==> src/rtl/riscv_fetch.sv <==
// Instruction-fetch front end: owns the PC, issues 1-cycle-latency memory reads
// and queues {pc, opcode} pairs for the decoder; redirects flush everything.
module riscv_fetch #(
    parameter logic [31:0] RESET_PC = 32'h0000_0000,
    parameter int          DEPTH    = 4
) (
    input  logic        clk_i,
    input  logic        reset_i,
    output logic [31:0] iaddr_o,
    output logic        ird_o,
    input  logic [31:0] irdata_i,
    input  logic        branch_taken_i,
    input  logic [31:0] jump_addr_i,
    output logic        if_valid_o,
    output logic [31:0] if_opcode_o,
    output logic [31:0] if_pc_o,
    input  logic        id_ready_i
);
    localparam int AW = $clog2(DEPTH);
    localparam int CW = AW + 1;
    localparam logic [CW:0] DEPTH_L = (CW + 1)'(DEPTH);

    logic [31:0]   fetch_pc_q, fetch_pc_d;
    logic          inflight_q, inflight_d;
    logic [31:0]   inflight_pc_q, inflight_pc_d;
    logic [AW-1:0] wr_ptr_q, wr_ptr_d;
    logic [AW-1:0] rd_ptr_q, rd_ptr_d;
    logic [CW-1:0] count_q, count_d;
    logic [31:0]   last_pc_q, last_pc_d;
    logic [31:0]   last_op_q, last_op_d;

    logic [31:0] mem_pc [DEPTH];
    logic [31:0] mem_op [DEPTH];

    logic        issue;
    logic        push;
    logic        pop;
    logic [CW:0] used;
    logic [31:0] head_pc;
    logic [31:0] head_op;

    // Credit includes the outstanding read but ignores a same-cycle pop,
    // keeping id_ready_i off the path to ird_o.
    assign used  = {1'b0, count_q} + {{CW{1'b0}}, inflight_q};
    assign issue = !reset_i && !branch_taken_i && (used < DEPTH_L);
    assign push  = inflight_q && !branch_taken_i;
    assign pop   = if_valid_o && id_ready_i && !branch_taken_i;

    assign head_pc = mem_pc[rd_ptr_q];
    assign head_op = mem_op[rd_ptr_q];

    assign ird_o       = issue;
    assign iaddr_o     = fetch_pc_q;
    assign if_valid_o  = (count_q != '0);
    assign if_pc_o     = if_valid_o ? head_pc : last_pc_q;
    assign if_opcode_o = if_valid_o ? head_op : last_op_q;

    always_comb begin
        fetch_pc_d    = fetch_pc_q;
        inflight_d    = issue;
        inflight_pc_d = inflight_pc_q;
        wr_ptr_d      = wr_ptr_q;
        rd_ptr_d      = rd_ptr_q;
        count_d       = count_q;
        last_pc_d     = if_valid_o ? head_pc : last_pc_q;
        last_op_d     = if_valid_o ? head_op : last_op_q;

        if (branch_taken_i) begin
            fetch_pc_d = {jump_addr_i[31:2], 2'b00};
            wr_ptr_d   = '0;
            rd_ptr_d   = '0;
            count_d    = '0;
        end else begin
            if (issue) begin
                fetch_pc_d    = fetch_pc_q + 32'd4;
                inflight_pc_d = fetch_pc_q;
            end
            if (push) begin
                wr_ptr_d = wr_ptr_q + AW'(1);
            end
            if (pop) begin
                rd_ptr_d = rd_ptr_q + AW'(1);
            end
            case ({push, pop})
                2'b10:   count_d = count_q + CW'(1);
                2'b01:   count_d = count_q - CW'(1);
                default: count_d = count_q;
            endcase
        end
    end

    always_ff @(posedge clk_i or posedge reset_i) begin
        if (reset_i) begin
            fetch_pc_q    <= RESET_PC;
            inflight_q    <= 1'b0;
            inflight_pc_q <= 32'h0;
            wr_ptr_q      <= '0;
            rd_ptr_q      <= '0;
            count_q       <= '0;
            last_pc_q     <= 32'h0;
            last_op_q     <= 32'h0;
        end else begin
            fetch_pc_q    <= fetch_pc_d;
            inflight_q    <= inflight_d;
            inflight_pc_q <= inflight_pc_d;
            wr_ptr_q      <= wr_ptr_d;
            rd_ptr_q      <= rd_ptr_d;
            count_q       <= count_d;
            last_pc_q     <= last_pc_d;
            last_op_q     <= last_op_d;
        end
    end

    // Buffer storage carries no reset; entries are only visible while count_q > 0.
    always_ff @(posedge clk_i) begin
        if (push) begin
            mem_pc[wr_ptr_q] <= inflight_pc_q;
            mem_op[wr_ptr_q] <= irdata_i;
        end
    end
endmodule

==> config.mk <==
export PLATFORM = sky130hd
export DESIGN_NAME = riscv_fetch
export DESIGN_NICKNAME = d
export VERILOG_FILES = /design/src/rtl/riscv_fetch.sv
export SDC_FILE = /design/constraint.sdc
export NUM_CORES = 1
export LEC_CHECK = 0
export ABC_CLOCK_PERIOD_IN_PS = 4010
export CAP_MARGIN = 15
export CORE_MARGIN = 2
export CORE_UTILIZATION = 39
export DETAILED_ROUTE_END_ITERATION = 10
export GPL_TIMING_DRIVEN = 0
export HOLD_SLACK_MARGIN = 0.02
export SLEW_MARGIN = 5
export SYNTH_ARGS = -nofsm -noshare
export SYNTH_HDL_FRONTEND = slang
export SYNTH_SLANG_ARGS = --single-unit
export TNS_END_PERCENT = 30
==> constraint.sdc <==
create_clock -name clk_i -period 4.01 [get_ports clk_i]
set_input_delay 0.6015 -clock clk_i [delete_from_list [all_inputs] [get_ports clk_i]]
set_output_delay 0.6015 -clock clk_i [all_outputs]
set_load 0.05 [all_outputs]
==> results.json, run 1 <==
{
  "critical_path_class": "in -> out",
  "ant_nets": 0,
  "root_buffer": "clkbuf_16",
  "crit_chain": "clkdlybuf4s50_1 > or4_1 > buf_6 > clkinv_8 > buf_2 > buf_2 > dlygate4sd2_1",
  "cts_tree": "done",
  "clk-insertion-delay-late_ns": 0.53,
  "hold_path.startpoint": "last_op_q[13]",
  "placed_cells": 1657,
  "maxCapViolations": 0,
  "start_util": 0.393,
  "yosysWarnings": 0,
  "fin_nets": 1260,
  "rsz0062_at_grt": "false",
  "skew_ns": 0.0242,
  "die_w_um": 198,
  "n_antenna_cell": 0,
  "postCtsSetupBuffers": 0,
  "powerDensity_nw_per_um2": 854,
  "vias": 8696,
  "syn-cell-area_um2": 14700,
  "fin_crit_sh": 0.955,
  "antenna_found_initial": 1,
  "cts_made_buffers": 40,
  "status": "complete, no violations",
  "max_stage_delay_ns": 0.63,
  "grt_max_degree": 41,
  "slew_violations": 0,
  "grt_pass1_vias": 8989,
  "final-setup-viol-count": 0,
  "start_kind": "input pin",
  "yosys-top-cells-area": "edfxtp_1 51%, dfrtp_1 22%, mux4_2 9.5%, nand2_1 8.0%, clkbuf_1 0.77%",
  "globalplace.congestion": 0.834,
  "synth_edf_count": 248,
  "tns_ns": 0,
  "track_usage": 0.177,
  "async_reset_ff_frac": 0.347,
  "peakVddDrop_mv": 0.386,
  "cts_sinks": 380,
  "arrival_ns": 3.23,
  "hold_class": "reg -> reg",
  "row_count": 71,
  "path_clk_slew_ns": 0.05,
  "portBuffers": 161,
  "finalHoldViolCount": 0,
  "yosysSeqAreaShare": 0.731,
  "crit_fanout": 11,
  "dp_hpwl_mm": 21.8,
  "core-area_um2": 37400,
  "drive_above_1_share": 0.137,
  "worst_pin_slew_ns": 0.845,
  "io_pins": 166,
  "grt_remaining_overflow": 0,
  "fin_crit_ns": 3.83,
  "synth_top_cell_by_area": "edfxtp_1",
  "cp-end-kind": "output port",
  "critPathRequiredTime_ns": 3.41,
  "synth-main-ff-cell": "edfxtp_1",
  "route.detailed.drc": 0,
  "dieArea_um2": 39300,
  "max_freq_mhz": 261,
  "r2r_start": "count_q[0]",
  "yosysUniqueCellTypes": 46,
  "fin_cells": 1729,
  "grt_pass1_wl_mm": 52.5,
  "fill_cells": 3220,
  "crit_path_start": "branch_taken_i",
  "drtIter0Drc": 610,
  "slew_headroom": 0.432,
  "clockBufferDepth": 3,
  "synth_top_area_frac": 0.507,
  "postSynthCellCount": 976,
  "wire_per_inst_um": 19.5,
  "drt-vias-per-instance": 5.03,
  "fp.dieH_um": 198,
  "area_growth_pct": 25.9,
  "finalWirelength_mm": 33.8,
  "h-tree-depth": 2,
  "crit_slowest_cell": "clkdlybuf4s50_1",
  "drtPass1Iterations": 5,
  "p_leak_nw": 6.97,
  "yosys_register_bits": 380,
  "syn_area_per_cell_um2": 15.1,
  "path_common_cell": "buf_2"
}
final timing paths:
kind / endpoint / slack [ns] / depth (start not counted)
max: ird_o / 0.18 / 7
min: last_op_q[13] / 0.46 / 2
max reg2reg: count_q[2] / 1.35 / 9
min reg2reg: last_op_q[13] / 0.46 / 2
max in group asynchronous: last_op_q[20] / 2.67 / 4
min in group asynchronous: iaddr_o[17] / 0.53 / 2
layer usage:
layer  part of all wire  vias up  wire, um  global-route usage
li1                   -     4003         -                   -
met1               0.45     4378     15200               0.250
met2               0.47      266     16000               0.283
met3              0.060       47      2030              0.0353
met4              0.018        2       594              0.0446
met5            0.00038        -        13                   0
area by class of cell:
| type | instances | area (um^2) | share of cell area |
|---|---|---|---|
| repair buffers | 169 | 1790 | 0.0965 |
| flip-flops and latches | 380 | 10800 | 0.581 |
| multi-input cells | 536 | 3690 | 0.199 |
| clock buffers | 51 | 1110 | 0.0602 |
| inverters | 8 | 46.3 | 0.00250 |
| clock inverters | 23 | 249 | 0.0135 |
| plain buffers | 51 | 239 | 0.0129 |
| well taps | 511 | 639 | 0.0345 |
stage by stage:
step | hold slack [ns] | cell area [um^2] | util | worst slack, ns | total power (W)
global placement | 0.448 | 17000 | 0.453 | -0.784 | 0.0122
floorplan | 0.476 | 14700 | - | 1.33 | 0.00982
CTS | 0.465 | 18500 | 0.495 | 0.0165 | 0.0161
detailed placement | 0.452 | 17100 | 0.458 | -0.0794 | 0.0122
global route | 0.473 | 18500 | 0.495 | 0.0606 | 0.0166
finish | 0.461 | 18500 | 0.495 | 0.180 | 0.0158
cell usage after synthesis, types with 2 or more instances:
| master | number |
|---|---|
| ha_1 | 5 |
| buf_2 | 11 |
| clkbuf_1 | 30 |
| a31oi_1 | 2 |
| or3b_1 | 2 |
| edfxtp_1 | 248 |
| xor2_1 | 4 |
| or2_2 | 2 |
| and4_1 | 5 |
| or3_1 | 3 |
| a22oi_1 | 2 |
| nand3_1 | 19 |
| o311ai_0 | 11 |
| buf_6 | 2 |
| nand4_1 | 8 |
| o211ai_1 | 9 |
| nor2_1 | 14 |
| inv_1 | 7 |
| dfrtp_1 | 132 |
| and3_1 | 6 |
| buf_4 | 2 |
| a32oi_1 | 2 |
| or4_1 | 3 |
| and2_1 | 10 |
| mux2i_1 | 3 |
| nor3_1 | 3 |
| a41oi_1 | 4 |
| xnor2_1 | 5 |
| a21oi_1 | 4 |
| o21ai_0 | 19 |
| nand2_1 | 312 |
| a221o_1 | 5 |
| buf_1 | 7 |
| mux4_2 | 62 |
| nor2b_1 | 2 |
sequential cells by signal, summed over array words and instances (netlist names):
register,cells
mem_op,128
last_op_q,32
iaddr_o,30
mem_pc,120
inflight_q,1
wr_ptr_q,2
last_pc_q,32
inflight_pc_q,30
count_q,3
rd_ptr_q,2
critical path: cells and delay by family:
| kind | cells | cell delay, ns |
|---|---|---|
| buf+inv | 6 | 2.00 |
| simple gates | 1 | 0.63 |
power by group:
| group | internal (W) | leakage [nW] | switching (W) |
|---|---|---|---|
| logic | 0.00212 | 2.42 | 0.00454 |
| clock network | 0.00229 | 0.657 | 0.00150 |
| registers | 0.00496 | 3.89 | 0.000394 |
| total | 0.00938 | 6.97 | 0.00643 |
cells in the final DEF (no fill, tap or decap), drive strengths merged, types with 4 or more instances in the layout:
cell type	count
nand2	313
edfxtp	248
clkdlybuf4s50	160
dfrtp	132
clkbuf	81
mux4	62
buf	29
nand3	19
o21ai	19
nor2	14
clkinv	13
o311ai	11
and2	10
o211ai	9
nand4	9
inv	8
and3	6
and4	5
xnor2	5
clkinvlp	5
a221o	5
ha	5
bufinv	5
xor2	4
a21oi	4
a41oi	4
logic make-up (layout without fill, tap and decap cells):
group / count (synthesis) / after routing / share of synthesized area
mux: 65 / 65 / 0.0970
fa+ha+maj: 6 / 6 / 0.00562
compound gates: 60 / 60 / 0.0289
other cells: 1 / 2 / 0.000255
xor+xnor: 9 / 9 / 0.00536
flops: 380 / 380 / 0.731
buf+inv: 61 / 302 / 0.0190
simple gates: 394 / 394 / 0.113
repair_timing:
item | 4_1_cts | 5_1_grt
endpoints found under the setup margin | 61 | 46
hold buffers | 0 | 0
resized for setup | 6 | 6
hold endpoints to repair | 0 | 0
No activity file was read; power rests on OpenSTA's default activity.
==> inputs of run 2 (changes only) <==
--- a/config.mk
+++ b/config.mk
@@ -6,7 +6,7 @@
 export NUM_CORES = 1
 export LEC_CHECK = 0
 export ABC_CLOCK_PERIOD_IN_PS = 4010
-export CAP_MARGIN = 15
+export CORE_ASPECT_RATIO = 1.2
 export CORE_MARGIN = 2
 export CORE_UTILIZATION = 39
 export DETAILED_ROUTE_END_ITERATION = 10
==> results.json, run 2 (synthesized netlist as in run 1, its figures left out) <==
{
  "slew_violations": 0,
  "critPathRequiredTime_ns": 3.41,
  "grt_remaining_overflow": 0,
  "vias": 8617,
  "rrSetupSlack_ns": 1.49,
  "largest_register_ffs": 128,
  "rsz0062_at_grt": "true",
  "multi_input_area_um2": 3690,
  "placed_cells": 1619,
  "status": "complete, no violations",
  "grt_pass1_wl_mm": 51.2,
  "drive_above_1_share": 0.139,
  "drt-vias-per-instance": 5.09,
  "hold_class": "reg -> reg",
  "crit_chain": "clkbuf_1 > clkbuf_1 > mux4_2 > nand2_1 > nand2_1 > clkdlybuf4s50_1",
  "crit_family": "buffers and inverters",
  "fin_crit_ns": 3.78,
  "max_freq_mhz": 265,
  "cts_made_buffers": 41,
  "die_w_um": 181,
  "cts_sinks": 380,
  "dp_hpwl_mm": 21.0,
  "cts_tree": "done",
  "h-tree-depth": 2,
  "n_antenna_cell": 0,
  "final-setup-viol-count": 0,
  "track_usage": 0.169,
  "start_util": 0.397,
  "top_regs": "mem_op: 128 flops, mem_pc: 120 flops",
  "fin_nets": 1261,
  "fin_cells": 1693,
  "final_common_cell": "nand2_1",
  "peakVddDrop_mv": 0.567,
  "arrival_ns": 3.18,
  "route.detailed.drc": 0,
  "maxCapViolations": 0,
  "grt_max_degree": 45,
  "register_area_um2": 10800,
  "postCtsSetupBuffers": 0,
  "grt.busiest_layer": "met2",
  "powerDensity_nw_per_um2": 851,
  "crit_slowest_cell": "clkdlybuf4s50_1",
  "skew_ns": 0.0155,
  "grt_pass1_vias": 8924,
  "worst-r2r-cell-count": 6,
  "slew_headroom": 0.413,
  "fin_crit_sh": 0.942,
  "r2r_end": "iaddr_o[29]",
  "globalplace.congestion": 0.849,
  "io_pins": 166,
  "path_clk_slew_ns": 0.06,
  "worst_pin_slew_ns": 0.873,
  "root_buffer": "clkbuf_16",
  "fill_cells": 3204,
  "wire_per_inst_um": 19.3,
  "pre_cts_ws_ns": -0.0521,
  "regMostFlops": "mem_op",
  "r2r_start": "iaddr_o[8]",
  "dieArea_um2": 39300,
  "grt_use_met2": 0.283,
  "worst_slack_ns": 0.232,
  "start_kind": "flop",
  "ant_nets": 0,
  "use_met1": 0.225,
  "cp-end-kind": "output port",
  "p_leak_nw": 6.98,
  "area_growth_pct": 25.6,
  "crit_fanout": 10,
  "max_stage_delay_ns": 0.81,
  "crit_path_start": "rd_ptr_q[1]",
  "path_buf_inv": 3,
  "fp.dieH_um": 217,
  "fin_area_um2": 18500,
  "row_count": 77,
  "core-area_um2": 37000,
  "drtIter0Drc": 545,
  "mostFrequentLayoutCells": "312 x nand2_1, 248 x edfxtp_1, 160 x clkdlybuf4s50_1",
  "placedInstanceArea_um2": 17100,
  "whs_ns": 0.460,
  "met3_usage": 0.0343,
  "finalWirelength_mm": 32.6,
  "drtPass1Iterations": 5,
  "path_depth": 6,
  "antenna_found_initial": 0,
  "finalHoldViolCount": 0,
  "critical_path_class": "reg -> out",
  "clockBufferDepth": 3,
  "portBuffers": 161,
  "cp-endpoint": "if_opcode_o[6]",
  "clk-insertion-delay-late_ns": 0.54
}
-- run 2: repair_timing --
| action | CTS | global route |
|---|---|---|
| endpoints found under the setup margin | 61 | 23 |
| hold buffers | 0 | 0 |
| gates resized for setup | 8 | 6 |
-- run 2: power breakdown --
| part | total, W | internal (W) | leakage (nW) | switching [W] |
|---|---|---|---|---|
| registers | 0.00534 | 0.00496 | 3.89 | 0.000384 |
| logic | 0.00663 | 0.00213 | 2.43 | 0.00450 |
| clock network | 0.00375 | 0.00226 | 0.655 | 0.00149 |
| total | 0.0157 | 0.00935 | 6.98 | 0.00637 |
-- run 2: worst min path at each step --
| stage | start | endpoint | slack, ns | depth (start not counted) |
|---|---|---|---|---|
| after floorplan | inflight_pc_q[10] | mem_pc[0][10] | 0.48 | 0 |
| after global placement | last_pc_q[5] | last_pc_q[5] | 0.45 | 2 |
| after detailed placement | last_op_q[5] | last_op_q[5] | 0.45 | 2 |
| after CTS | last_op_q[0] | last_op_q[0] | 0.47 | 2 |
| after global routing | last_pc_q[29] | last_pc_q[29] | 0.49 | 2 |
| final | last_pc_q[24] | last_pc_q[24] | 0.46 | 2 |
-- run 2: final cells by class --
type,count,area share
inverter,8,0.00251
tap,474,0.0321
clock inverter,16,0.00942
sequential,380,0.582
clock buffer,59,0.0642
buffer,52,0.0133
timing repair buffer,168,0.0964
multi-input combinational,536,0.200
-- run 2: through the flow --
stage               power [W]  setup TNS, ns  utilization
global placement       0.0121        -183.89        0.457
CTS                    0.0160              0        0.499
finish                 0.0157              0        0.499
floorplan             0.00982              0            -
global route           0.0166        -0.0299        0.499
detailed placement     0.0122        -0.0521        0.462
-- run 2: layer usage --
layer  wire length, um  part of all wire
met1             14000              0.43
met2             16000              0.49
met3              1820             0.056
met4               698             0.021
met5                 0                 0
-- run 2: worst min-delay path, delay by kind of cell (launching register included) --
| family | cells | cell delay, ns |
|---|---|---|
| DFF | 1 | 0.32 |
| and+or+nand+nor | 2 | 0.10 |
==> inputs of run 3 (changes only) <==
--- a/config.mk
+++ b/config.mk
@@ -5,6 +5,7 @@
 export SDC_FILE = /design/constraint.sdc
 export NUM_CORES = 1
 export LEC_CHECK = 0
+export ABC_AREA = 1
 export ABC_CLOCK_PERIOD_IN_PS = 4010
 export CORE_ASPECT_RATIO = 1.2
 export CORE_MARGIN = 2
==> results.json, run 3 <==
{
  "status": "complete, no violations",
  "wire_per_inst_um": 18.6,
  "drtPass1Iterations": 5,
  "globalplace.congestion": 0.810,
  "final_common_cell": "nor2_1",
  "p_sw_w": 0.00630,
  "powerDensity_nw_per_um2": 796,
  "final-setup-viol-count": 0,
  "fill_cells": 3453,
  "portBuffers": 160,
  "cts_made_buffers": 39,
  "hold_class": "in -> async",
  "clockBufferDepth": 3,
  "synth-main-ff-cell": "edfxtp_1",
  "intPower_w": 0.00885,
  "ant_nets": 0,
  "root_buffer": "clkbuf_16",
  "critical_path_class": "reg -> out",
  "die_w_um": 184,
  "drive_above_1_share": 0.0915,
  "synth_top_area_frac": 0.490,
  "maxCapViolations": 0,
  "drtIter0Drc": 584,
  "regMostFlops": "mem_op",
  "grt_max_degree": 39,
  "pwr-share-seq": 0.354,
  "slew_headroom": 0.459,
  "comb_power_share": 0.409,
  "dp_hpwl_mm": 25.4,
  "fin_nets": 1617,
  "dieArea_um2": 40500,
  "synth_top_cell_by_area": "edfxtp_1",
  "yosysUniqueCellTypes": 35,
  "synth_common_cells": "377 x nor2_1, 248 x edfxtp_1, 149 x o21ai_0",
  "tns_ns": 0,
  "grt_pass1_wl_mm": 59.1,
  "start_kind": "flop",
  "utilization": 0.494,
  "fin_crit_ns": 3.85,
  "async_reset_ff_frac": 0.347,
  "yosysSeqAreaShare": 0.708,
  "cts_sinks": 380,
  "rsz0062_at_grt": "true",
  "path_clk_slew_ns": 0.06,
  "skew_ns": 0.0250,
  "crit_fanout": 10,
  "antenna_found_initial": 1,
  "fin_crit_sh": 0.961,
  "h-tree-depth": 2,
  "worst_slack_ns": 0.156,
  "drt-vias-per-instance": 5.06,
  "max_freq_mhz": 259,
  "synth_most_common_cell": "nor2_1",
  "worst_pin_slew_ns": 0.809,
  "pre_cts_ws_ns": 0.0236,
  "track_usage": 0.191,
  "cp-end-kind": "output port",
  "mostFrequentLayoutCells": "373 x nor2_1, 248 x edfxtp_1, 149 x o21ai_0",
  "io_pins": 166,
  "slew_violations": 0,
  "largest_register_ffs": 128,
  "yosysWarnings": 0,
  "peakVddDrop_mv": 0.487,
  "route.detailed.drc": 0,
  "finalWirelength_mm": 38.2,
  "row_count": 79,
  "syn-cell-area_um2": 15200,
  "syn_area_per_cell_um2": 11.4,
  "start_util": 0.394,
  "cts_tree": "done",
  "core-area_um2": 38500,
  "synth_edf_count": 248,
  "yosys_register_bits": 380,
  "arrival_ns": 3.25,
  "p_sw_frac": 0.416,
  "finalHoldViolCount": 0,
  "vias": 10400,
  "fp.dieH_um": 220,
  "grt_pass1_vias": 10600,
  "p_leak_nw": 7.13,
  "grt_remaining_overflow": 0,
  "area_growth_pct": 25.4,
  "yosys-top-cells-area": "edfxtp_1 49%, dfrtp_1 22%, nor2_1 9.3%, o21ai_0 4.9%, nand2_1 2.8%",
  "top_regs": "mem_op: 128 flops, mem_pc: 120 flops",
  "postSynthCellCount": 1327,
  "clk-insertion-delay-late_ns": 0.54,
  "pwr-share-clk": 0.236,
  "critPathRequiredTime_ns": 3.41
}
-- run 3: area by class of cell --
type	instances	area [um^2]	share of cell area
Clock buffer	51	1070	0.0563
Tap cell	486	608	0.0319
Buffer	72	365	0.0192
Multi-Input combinational cell	831	3930	0.207
Inverter	45	174	0.00914
Sequential cell	380	10800	0.565
Antenna cell	1	2.50	0.000131
Timing Repair Buffer	174	1940	0.102
Clock inverter	20	198	0.0104
-- run 3: kinds of logic (layout without fill, tap and decap cells) --
family                   after synthesis  after routing  share of synthesized area
XOR/XNOR                              11             11                    0.00634
buffers and inverters                117            362                     0.0353
AO/OA/AOI/OAI                        249            249                     0.0927
adder cells (fa/ha/maj)                6              6                    0.00544
flip-flops                           380            380                      0.708
other                                  1              3                   0.000247
AND/OR/NAND/NOR                      563            563                      0.152
-- run 3: critical path, stage by stage (launching register included) --
cell and delay (ns):
dfrtp_1 0.35, buf_2 0.20, clkinv_2 0.19, buf_4 0.24, clkbuf_1 0.39, o21ai_0 0.16, a31oi_1 0.22, clkdlybuf4s50_1 0.94
-- run 3: what timing repair did --
item | CTS | global route
endpoints found under the hold margin | 0 | 0
setup buffers | 0 | 1
hold buffers | 0 | 0
endpoints found under the setup margin | 1 | 22
resized for setup | 1 | 18
-- run 3: power by group through the flow --
stage	clock, W	combinational, W	sequential (W)
floorplan	0	0.00389	0.00550
global placement	0	0.00621	0.00542
detailed placement	0	0.00629	0.00544
CTS	0.00365	0.00631	0.00537
global route	0.00381	0.00662	0.00544
finish	0.00358	0.00620	0.00537
-- run 3: path summary, 6_finish.rpt --
| check | cells past startpoint | start | to | slack, ns |
|---|---|---|---|---|
| setup / recovery | 7 | rd_ptr_q[0] | if_pc_o[16] | 0.16 |
| hold / removal | 3 | reset_i | last_pc_q[11] | 0.46 |
| setup reg to reg | 6 | rd_ptr_q[0] | last_pc_q[21] | 1.95 |
| hold reg to reg | 2 | last_pc_q[0] | last_pc_q[0] | 0.49 |
| max in group asynchronous | 4 | reset_i | last_op_q[8] | 3.02 |
| min in group clk_i | 4 | branch_taken_i | wr_ptr_q[0] | 0.46 |
-- run 3: metrics by stage --
step,cell area [um^2],hold slack [ns],total power (W),cells
after floorplan,15200,0.476,0.00938,1328
after global placement,17400,0.474,0.0116,1974
after detailed placement,17700,0.483,0.0117,1987
after CTS,19000,0.404,0.0153,2058
after global routing,19000,0.477,0.0159,2060
final,19000,0.457,0.0151,2060
-- run 3: metal layers --
metal  vias up  wire length, um  GRT usage
met3        65             2050     0.0328
met2       290            19200      0.335
met5         -                0          0
li1       5038                -          -
met1      5023            15900      0.240
met4         0             1040     0.0664
